`config.mk`:
```
export PLATFORM = sky130hd
export DESIGN_NAME = wb_demux32
export DESIGN_NICKNAME = d
export VERILOG_FILES = /design/src/rtl/wb_demux32.sv
export SDC_FILE = /design/constraint.sdc
export NUM_CORES = 1
export LEC_CHECK = 0
export ABC_AREA = 1
export CAP_MARGIN = 40
export CORE_MARGIN = 8
export CORE_UTILIZATION = 41
export CTS_CLUSTER_SIZE = 10
export DETAILED_ROUTE_END_ITERATION = 12
export GPL_ROUTABILITY_DRIVEN = 0
export PLACE_DENSITY = 0.85
export SETUP_SLACK_MARGIN = 0.1
export SYNTH_ARGS = -nofsm -noshare
export SYNTH_HDL_FRONTEND = slang
export SYNTH_SLANG_ARGS = --single-unit
```
`constraint.sdc`:
```
create_clock -name clk -period 2.05 [get_ports clk]
set_input_delay 0.205 -clock clk [delete_from_list [all_inputs] [get_ports clk]]
set_output_delay 0.205 -clock clk [all_outputs]
set_load 0.05 [all_outputs]
```
`src/rtl/wb_demux32.sv`:
```
// wb_demux32: write-back stage register plus destination decode.
// Holds one write-back request per cycle and fans it out as a one-hot
// per-register write enable, registered write data and two forwarding
// hit flags. Register index ZERO_REG is hardwired to zero, so it is never
// enabled and never forwarded.
//
// Handshake: valid_out qualifies addr_out/data_out/en_onehot. There is no
// ready: the register file always accepts a live write in the same cycle,
// so a request captured on edge N is consumed during the cycle after N.
// stall holds the stage; flush kills the held write (flush wins over stall).
module wb_demux32 #(
    parameter int ADDR_W   = 5,
    parameter int DATA_W   = 64,
    parameter int ZERO_REG = 31
) (
    input  logic                 clk,
    input  logic                 reset_n,
    input  logic                 wr_en,
    input  logic [ADDR_W-1:0]    wr_addr,
    input  logic [DATA_W-1:0]    wr_data,
    input  logic                 stall,
    input  logic                 flush,
    input  logic [ADDR_W-1:0]    fwd_addr_a,
    input  logic [ADDR_W-1:0]    fwd_addr_b,
    output logic [2**ADDR_W-1:0] en_onehot,
    output logic [DATA_W-1:0]    data_out,
    output logic                 valid_out,
    output logic [ADDR_W-1:0]    addr_out,
    output logic                 fwd_hit_a,
    output logic                 fwd_hit_b
);

    localparam int                NUM_REGS = 2**ADDR_W;
    localparam logic [ADDR_W-1:0] ZERO_IDX = ADDR_W'(ZERO_REG);

    logic              r_valid;
    logic [ADDR_W-1:0] r_addr;
    logic [DATA_W-1:0] r_data;

    // A held write that really lands in the register file (not the zero reg).
    logic w_live;

    // Stage register: flush kills, stall holds, otherwise capture unconditionally.
    always_ff @(posedge clk or negedge reset_n) begin
        if (!reset_n) begin
            r_valid <= 1'b0;
            r_addr  <= '0;
            r_data  <= '0;
        end else if (flush) begin
            r_valid <= 1'b0;
        end else if (!stall) begin
            r_valid <= wr_en;
            r_addr  <= wr_addr;
            r_data  <= wr_data;
        end
    end

    assign w_live = r_valid && (r_addr != ZERO_IDX);

    // One-hot decode of the held destination; decoded only from registered state.
    always_comb begin
        en_onehot = '0;
        if (w_live) begin
            en_onehot = NUM_REGS'(1) << r_addr;
        end
    end

    // Forwarding compare against the read-port source indices, same cycle.
    always_comb begin
        fwd_hit_a = w_live && (r_addr == fwd_addr_a);
        fwd_hit_b = w_live && (r_addr == fwd_addr_b);
    end

    assign data_out  = r_data;
    assign addr_out  = r_addr;
    assign valid_out = r_valid;

endmodule

```
==> results of run 1 <==
==> layer usage <==
layer	vias to the layer above	wire length (um)	track usage [%]
met2	127	5219	31.28
met1	1290	3745	19.56
met3	17	872	6.897
met5	-	0	0
met4	0	269	7.136
li1	1252	-	-
==> cell type report <==
cell class	instances	area, sq um
repair buffers	194	2147
clock inverters	6	116.4
multi-input cells	164	1374
well taps	105	131.4
fillers	574	2332
inverters	14	56.30
clock buffers	10	137.6
flip-flops and latches	70	1757
==> worst paths after layout <==
path | from | endpoint
worst max-delay path | addr_out[0]$_DFFE_PN0P_ | addr_out[0]
worst min-delay path | wr_addr[1] | addr_out[1]$_DFFE_PN0P_
worst max register to register | addr_out[2]$_DFFE_PN0P_ | addr_out[2]$_DFFE_PN0P_
worst min register to register | data_out[62]$_DFFE_PN0P_ | data_out[62]$_DFFE_PN0P_
max in group asynchronous | reset_n | addr_out[0]$_DFFE_PN0P_
min in group asynchronous | reset_n | data_out[51]$_DFFE_PN0P_
==> cell families (layout without fill, tap and decap cells) <==
group | count (synthesis) | count (layout) | share of synthesized area, %
AO/OA/AOI/OAI | 6 | 6 | 0.9013
XOR/XNOR | 2 | 2 | 0.5258
buffers and inverters | 31 | 224 | 6.947
flip-flops | 70 | 70 | 52.57
multiplexers | 65 | 65 | 27.56
other | 1 | 1 | 0.1125
AND/OR/NAND/NOR | 90 | 90 | 11.38
==> power by group <==
part	internal, uW	switching (uW)
logic	777	1090
registers	1580	147
clock network	853	555
total	3210	1790
==> sequential cells by signal (all words and copies together) (netlist names) <==
name and cells:
data_out 64, valid_out 1, addr_out 5
==> cell usage after synthesis <==
cell,n
buf_12,5
xnor2_1,2
conb_1,1
inv_1,12
mux2i_1,1
buf_6,2
mux2_2,14
buf_4,3
nor2_1,38
nor2_2,1
mux2_4,50
nand2_1,32
clkinv_1,2
buf_2,6
o21ai_0,6
clkbuf_1,1
dfrtp_1,70
nand3_1,7
nand4_1,12
==> stage by stage <==
step	area [sq um]	hold slack [ns]
after floorplan	3347	-0.09059
after global placement	5429	0.2679
final	5719	0.4338
after global routing	5719	0.4426
after detailed placement	5429	0.2826
after CTS	5694	0.4238
==> what timing repair did <==
action	in CTS	in global routing
gates resized for setup	6	5
hold buffers	1	0
setup buffers	0	2
setup endpoints to repair	14	26
endpoints found under the hold margin	29	0
pin swaps	0	0
cloned	0	0
==> out/results.tsv, run 1 <==
metric	value	unit
leakage	0.002474	uW
CTS tree	done	
Root Buffer	clkbuf_8	
Worst slew margin	54.68	%
Worst path depth	1	
Die X	106.2	um
die area	11270	sq um
worst path required time	1.85	ns
CTS Sinks	70	
share of layout cells above drive strength 1	29.69	%
Die Ht	106.2	um
starting density of the core	41.38	%
non-filler instance count after layout	563	
Core Area	8051	sq um
Startpoint Class	flip-flop	
total power	5006	uW
setup TNS	0	ns
max frequency	535.2	MHz
CP cell instances	clkdlybuf4s50_1	
grt ovf	0	
nets@finish	537	
number of buffer and inverter stages on the critical path	1	
Final HPWL DP	7.864	mm
delay-heaviest family, CP	buffers and inverters	
count of buffers from port buffering	186	
RSZ-0062 raised after global routing	true	
Max-Cap Viols	0	
placed cells	544	
post-layout util	71.03	%
router iterations before antenna repair	4	
Boundary Pins	188	
overall routing resource usage	18.08	%
delay of the slowest critical-path stage	0.86	ns
worst skew pair latency	0.32	ns
vias post-DR	2686	
Avg WL per Cell	17.95	um
initial DRC count	35	
R2R setup slack	0.99	ns
clk buf depth	2	
Synthesized Nets	349	
Worst-Margin Slew	0.6797	ns
slowest stage cell, crit path	clkdlybuf4s50_1	
Worst-path clk slew	0.08	ns
Final min period	1.868	ns
number of routed nets with antenna violations	0	
largest cells by area after synthesis	dfrtp_1 53%, mux2_4 23%, mux2_2 4.7%, nor2_1 4.3%, nand2_1 3.6%	
Setup Skew	0	ns
Distinct cells, synth	19	
FP Rows	33	
area grow syn2layout	71.65	%
Worst Setup Slack, final	0.1816	ns
Hold Violations, Final	0	
WHS Path Cells	3	
vias per inst	4.771	
vias in the first global route	3072	
Crit. End Element	output pin	
post-synth top area share	52.57	%
Cell Area, Synth	3332	sq um
largest net degree at the start of global routing	45	
diode count	0	
CP arrival	1.66	ns
Final Slew Violations	0	
number of buffers created by CTS	9	
outcome	finished clean	
first-pass GRT wire length	16.23	mm
WS Path Type	flip-flop to output pin	
DRC	0	
pre-CTS setup slack	0.3755	ns
commonest non-fill, non-tap cell in the layout	clkdlybuf4s50_1	
Final period util	91.14	%
commonest cells after routing, fill and taps aside	150 x clkdlybuf4s50_1, 66 x dfrtp_1, 50 x mux2_4	
Avg Cell Area, Syn	12.57	sq um
Ys Warns	0	
# setup viols final	0	
Pwr per Cell Area	875.3	nW/um^2
Worst VDD drop	610.5	uV
initial antenna violation count	0	
H-tree levels	3	
Post-Syn Instances	265	
synthesized flop and latch total	70	
Yosys top cell by area	dfrtp_1	
min-delay worst type	primary input to flip-flop	
post-synthesis sequential area ratio	52.57	%
critical path fanouts, max	9	
Reg2Reg Depth	3	
final WL	10.11	mm
Note: power is estimated with default switching activity, not from simulation.
==> run 2, diff against run 1 <==
--- a/config.mk
+++ b/config.mk
@@ -6,8 +6,8 @@
 export NUM_CORES = 1
 export LEC_CHECK = 0
 export ABC_AREA = 1
+export ABC_CLOCK_PERIOD_IN_PS = 2050
 export CAP_MARGIN = 40
-export CORE_MARGIN = 8
 export CORE_UTILIZATION = 41
 export CTS_CLUSTER_SIZE = 10
 export DETAILED_ROUTE_END_ITERATION = 12
==> run 2 against run 1 <==
Clock skew did not move; cell area is 0.81% higher; wire length down 5.9%; total power shrank 2.1%; core utilization increased by 2.8 points; die area down 25%; combinational power about the same; largest cell class unchanged.
==> out/results.tsv, run 2 (same netlist as run 1, synthesis figures left out) <==
metric	value	unit	change
overall routing resource usage	23.63	%	+5.5 points
DRC	0		unchanged
setup TNS	0	ns	unchanged
Reg power frac	35.5	%	+0.9 points
number of buffer and inverter stages on the critical path	1		unchanged
Crit. End Element	output pin		
number of routed nets with antenna violations	0		unchanged
die area	8492	sq um	-25%
CTS Sinks	70		unchanged
Startpoint Class	flip-flop		
nets@finish	540		+0.56%
critical path fanouts, max	6		-3
Final period util	93.41	%	+2.3 points
Worst VDD drop	529.6	uV	-13%
diode count	0		unchanged
leakage	0.002478	uW	+0.17%
WS Path Type	flip-flop to output pin		
first-pass GRT wire length	15.37	mm	-5.3%
Hold Violations, Final	0		unchanged
commonest cells after routing, fill and taps aside	150 x clkdlybuf4s50_1, 66 x dfrtp_1, 50 x mux2_4		
router iterations before antenna repair	4		unchanged
Final min period	1.915	ns	+0.04655 ns
Worst-path clk slew	0.09	ns	about the same
Max-Cap Viols	0		unchanged
area grow syn2layout	73.04	%	
Worst-Margin Slew	0.5984	ns	-0.08136 ns
outcome	finished clean		
Sw Ratio	37.28	%	+1.5 points
RSZ-0062 raised after global routing	true		
final WL	9.509	mm	-5.9%
Avg WL per Cell	16.89	um	-5.9%
CTS tree	done		
placed cells	542		-0.37%
worst path required time	1.85	ns	about the same
Final HPWL DP	7.145	mm	-9.1%
worst skew pair latency	0.33	ns	about the same
Die Ht	92.15	um	-13%
Internal Pwr Total	3075	uW	-4.3%
delay-heaviest family, CP	buffers and inverters		
CP arrival	1.71	ns	+0.05 ns
number of buffers created by CTS	9		unchanged
CP cell instances	clkdlybuf4s50_1		
Logic pwr share	38.3	%	+1.0 points
initial DRC count	55		+57%
vias per inst	4.874		+2.2%
NetSw	1828	uW	+1.9%
Root Buffer	clkbuf_8		
total power	4902	uW	-2.1%
share of layout cells above drive strength 1	31.02	%	+1.3 points
Worst slew margin	60.11	%	+5.4 points
H-tree levels	3		unchanged
starting density of the core	42.68	%	+1.3 points
commonest non-fill, non-tap cell in the layout	clkdlybuf4s50_1		
delay of the slowest critical-path stage	0.89	ns	+0.03 ns
FP Rows	32		-3.0%
count of buffers from port buffering	186		unchanged
R2R setup slack	0.99	ns	about the same
initial antenna violation count	0		unchanged
clock share of power	26.2	%	-1.9 points
Final Slew Violations	0		unchanged
# setup viols final	0		unchanged
non-filler instance count after layout	563		unchanged
vias post-DR	2744		+2.2%
Die X	92.15	um	-13%
Setup Skew	0	ns	unchanged
clk buf depth	2		unchanged
vias in the first global route	3040		-1.0%
Boundary Pins	188		unchanged
min-delay worst type	primary input to asynchronous set/reset pin		
Pwr per Cell Area	850.3	nW/um^2	-2.9%
slowest stage cell, crit path	clkdlybuf4s50_1		
pre-CTS setup slack	0.3388	ns	-0.03672 ns
Worst Setup Slack, final	0.1350	ns	-0.04655 ns
largest net degree at the start of global routing	44		-2.2%
max reg flops	64		unchanged
max frequency	522.2	MHz	-2.4%
grt ovf	0		unchanged
Core Area	7807	sq um	-3.0%
-- run 2: cell types whose count changed in the layout (fill, tap and decap cells not counted), sizes merged --
cell	before	now
buf	41	44
clkbuf	10	9
clkinvlp	1	3
bufinv	3	2
-- run 2: through the flow --
step           utilization (%)  area, sq um  hold WS [ns]
3_3_place_gp             70.06         5470        0.2349
3_5_place_dp             70.06         5470        0.2497
2_1_floorplan                -         3347      -0.09059
5_1_grt                  73.85         5766        0.4570
6_report                 73.85         5766        0.4222
4_1_cts                  73.14         5710        0.3892
-- run 2: timing repair --
| action | CTS | global route |
|---|---|---|
| gates resized for setup | 5 | 10 |
| endpoints found under the setup margin | 19 | 34 |
| setup buffers | 0 | 4 |
| hold buffers | 1 | 0 |
| endpoints found under the hold margin | 24 | 0 |
-- run 2: power groups by stage --
stage | Combinational, uW | Sequential [uW] | Clock, uW
after CTS | 1870 | 1740 | 1330
after floorplan | 480 | 2430 | 0
after global placement | 1830 | 1740 | 0
after global routing | 1960 | 1770 | 1390
final | 1880 | 1740 | 1280
after detailed placement | 1870 | 1750 | 0
-- run 2: worst paths after layout --
check,from,endpoint,cells past startpoint
min,reset_n,data_out[48]$_DFFE_PN0P_,2
max,valid_out$_DFFE_PN0P_,valid_out,1
min reg2reg,data_out[61]$_DFFE_PN0P_,data_out[61]$_DFFE_PN0P_,1
max in group asynchronous,reset_n,addr_out[0]$_DFFE_PN0P_,3
min in group clk,wr_addr[3],addr_out[3]$_DFFE_PN0P_,3
max reg2reg,addr_out[2]$_DFFE_PN0P_,addr_out[2]$_DFFE_PN0P_,3
-- run 2: final cells by class --
class / instances / area [sq um]
clock buffers: 9 / 123.9
fillers: 526 / 2042
inverters: 14 / 60.06
multi-input cells: 164 / 1385
repair buffers: 197 / 2207
flip-flops and latches: 70 / 1757
well taps: 102 / 127.6
clock inverters: 7 / 105.1
-- run 2: routing by layer --
layer | track usage, % | part of all wire (%) | vias to the layer above
met4 | 10.68 | 3.0 | 0
met2 | 41.60 | 53 | 134
met5 | 0 | 0 | -
met1 | 26.65 | 38 | 1320
met3 | 6.302 | 6.0 | 24
li1 | - | - | 1266
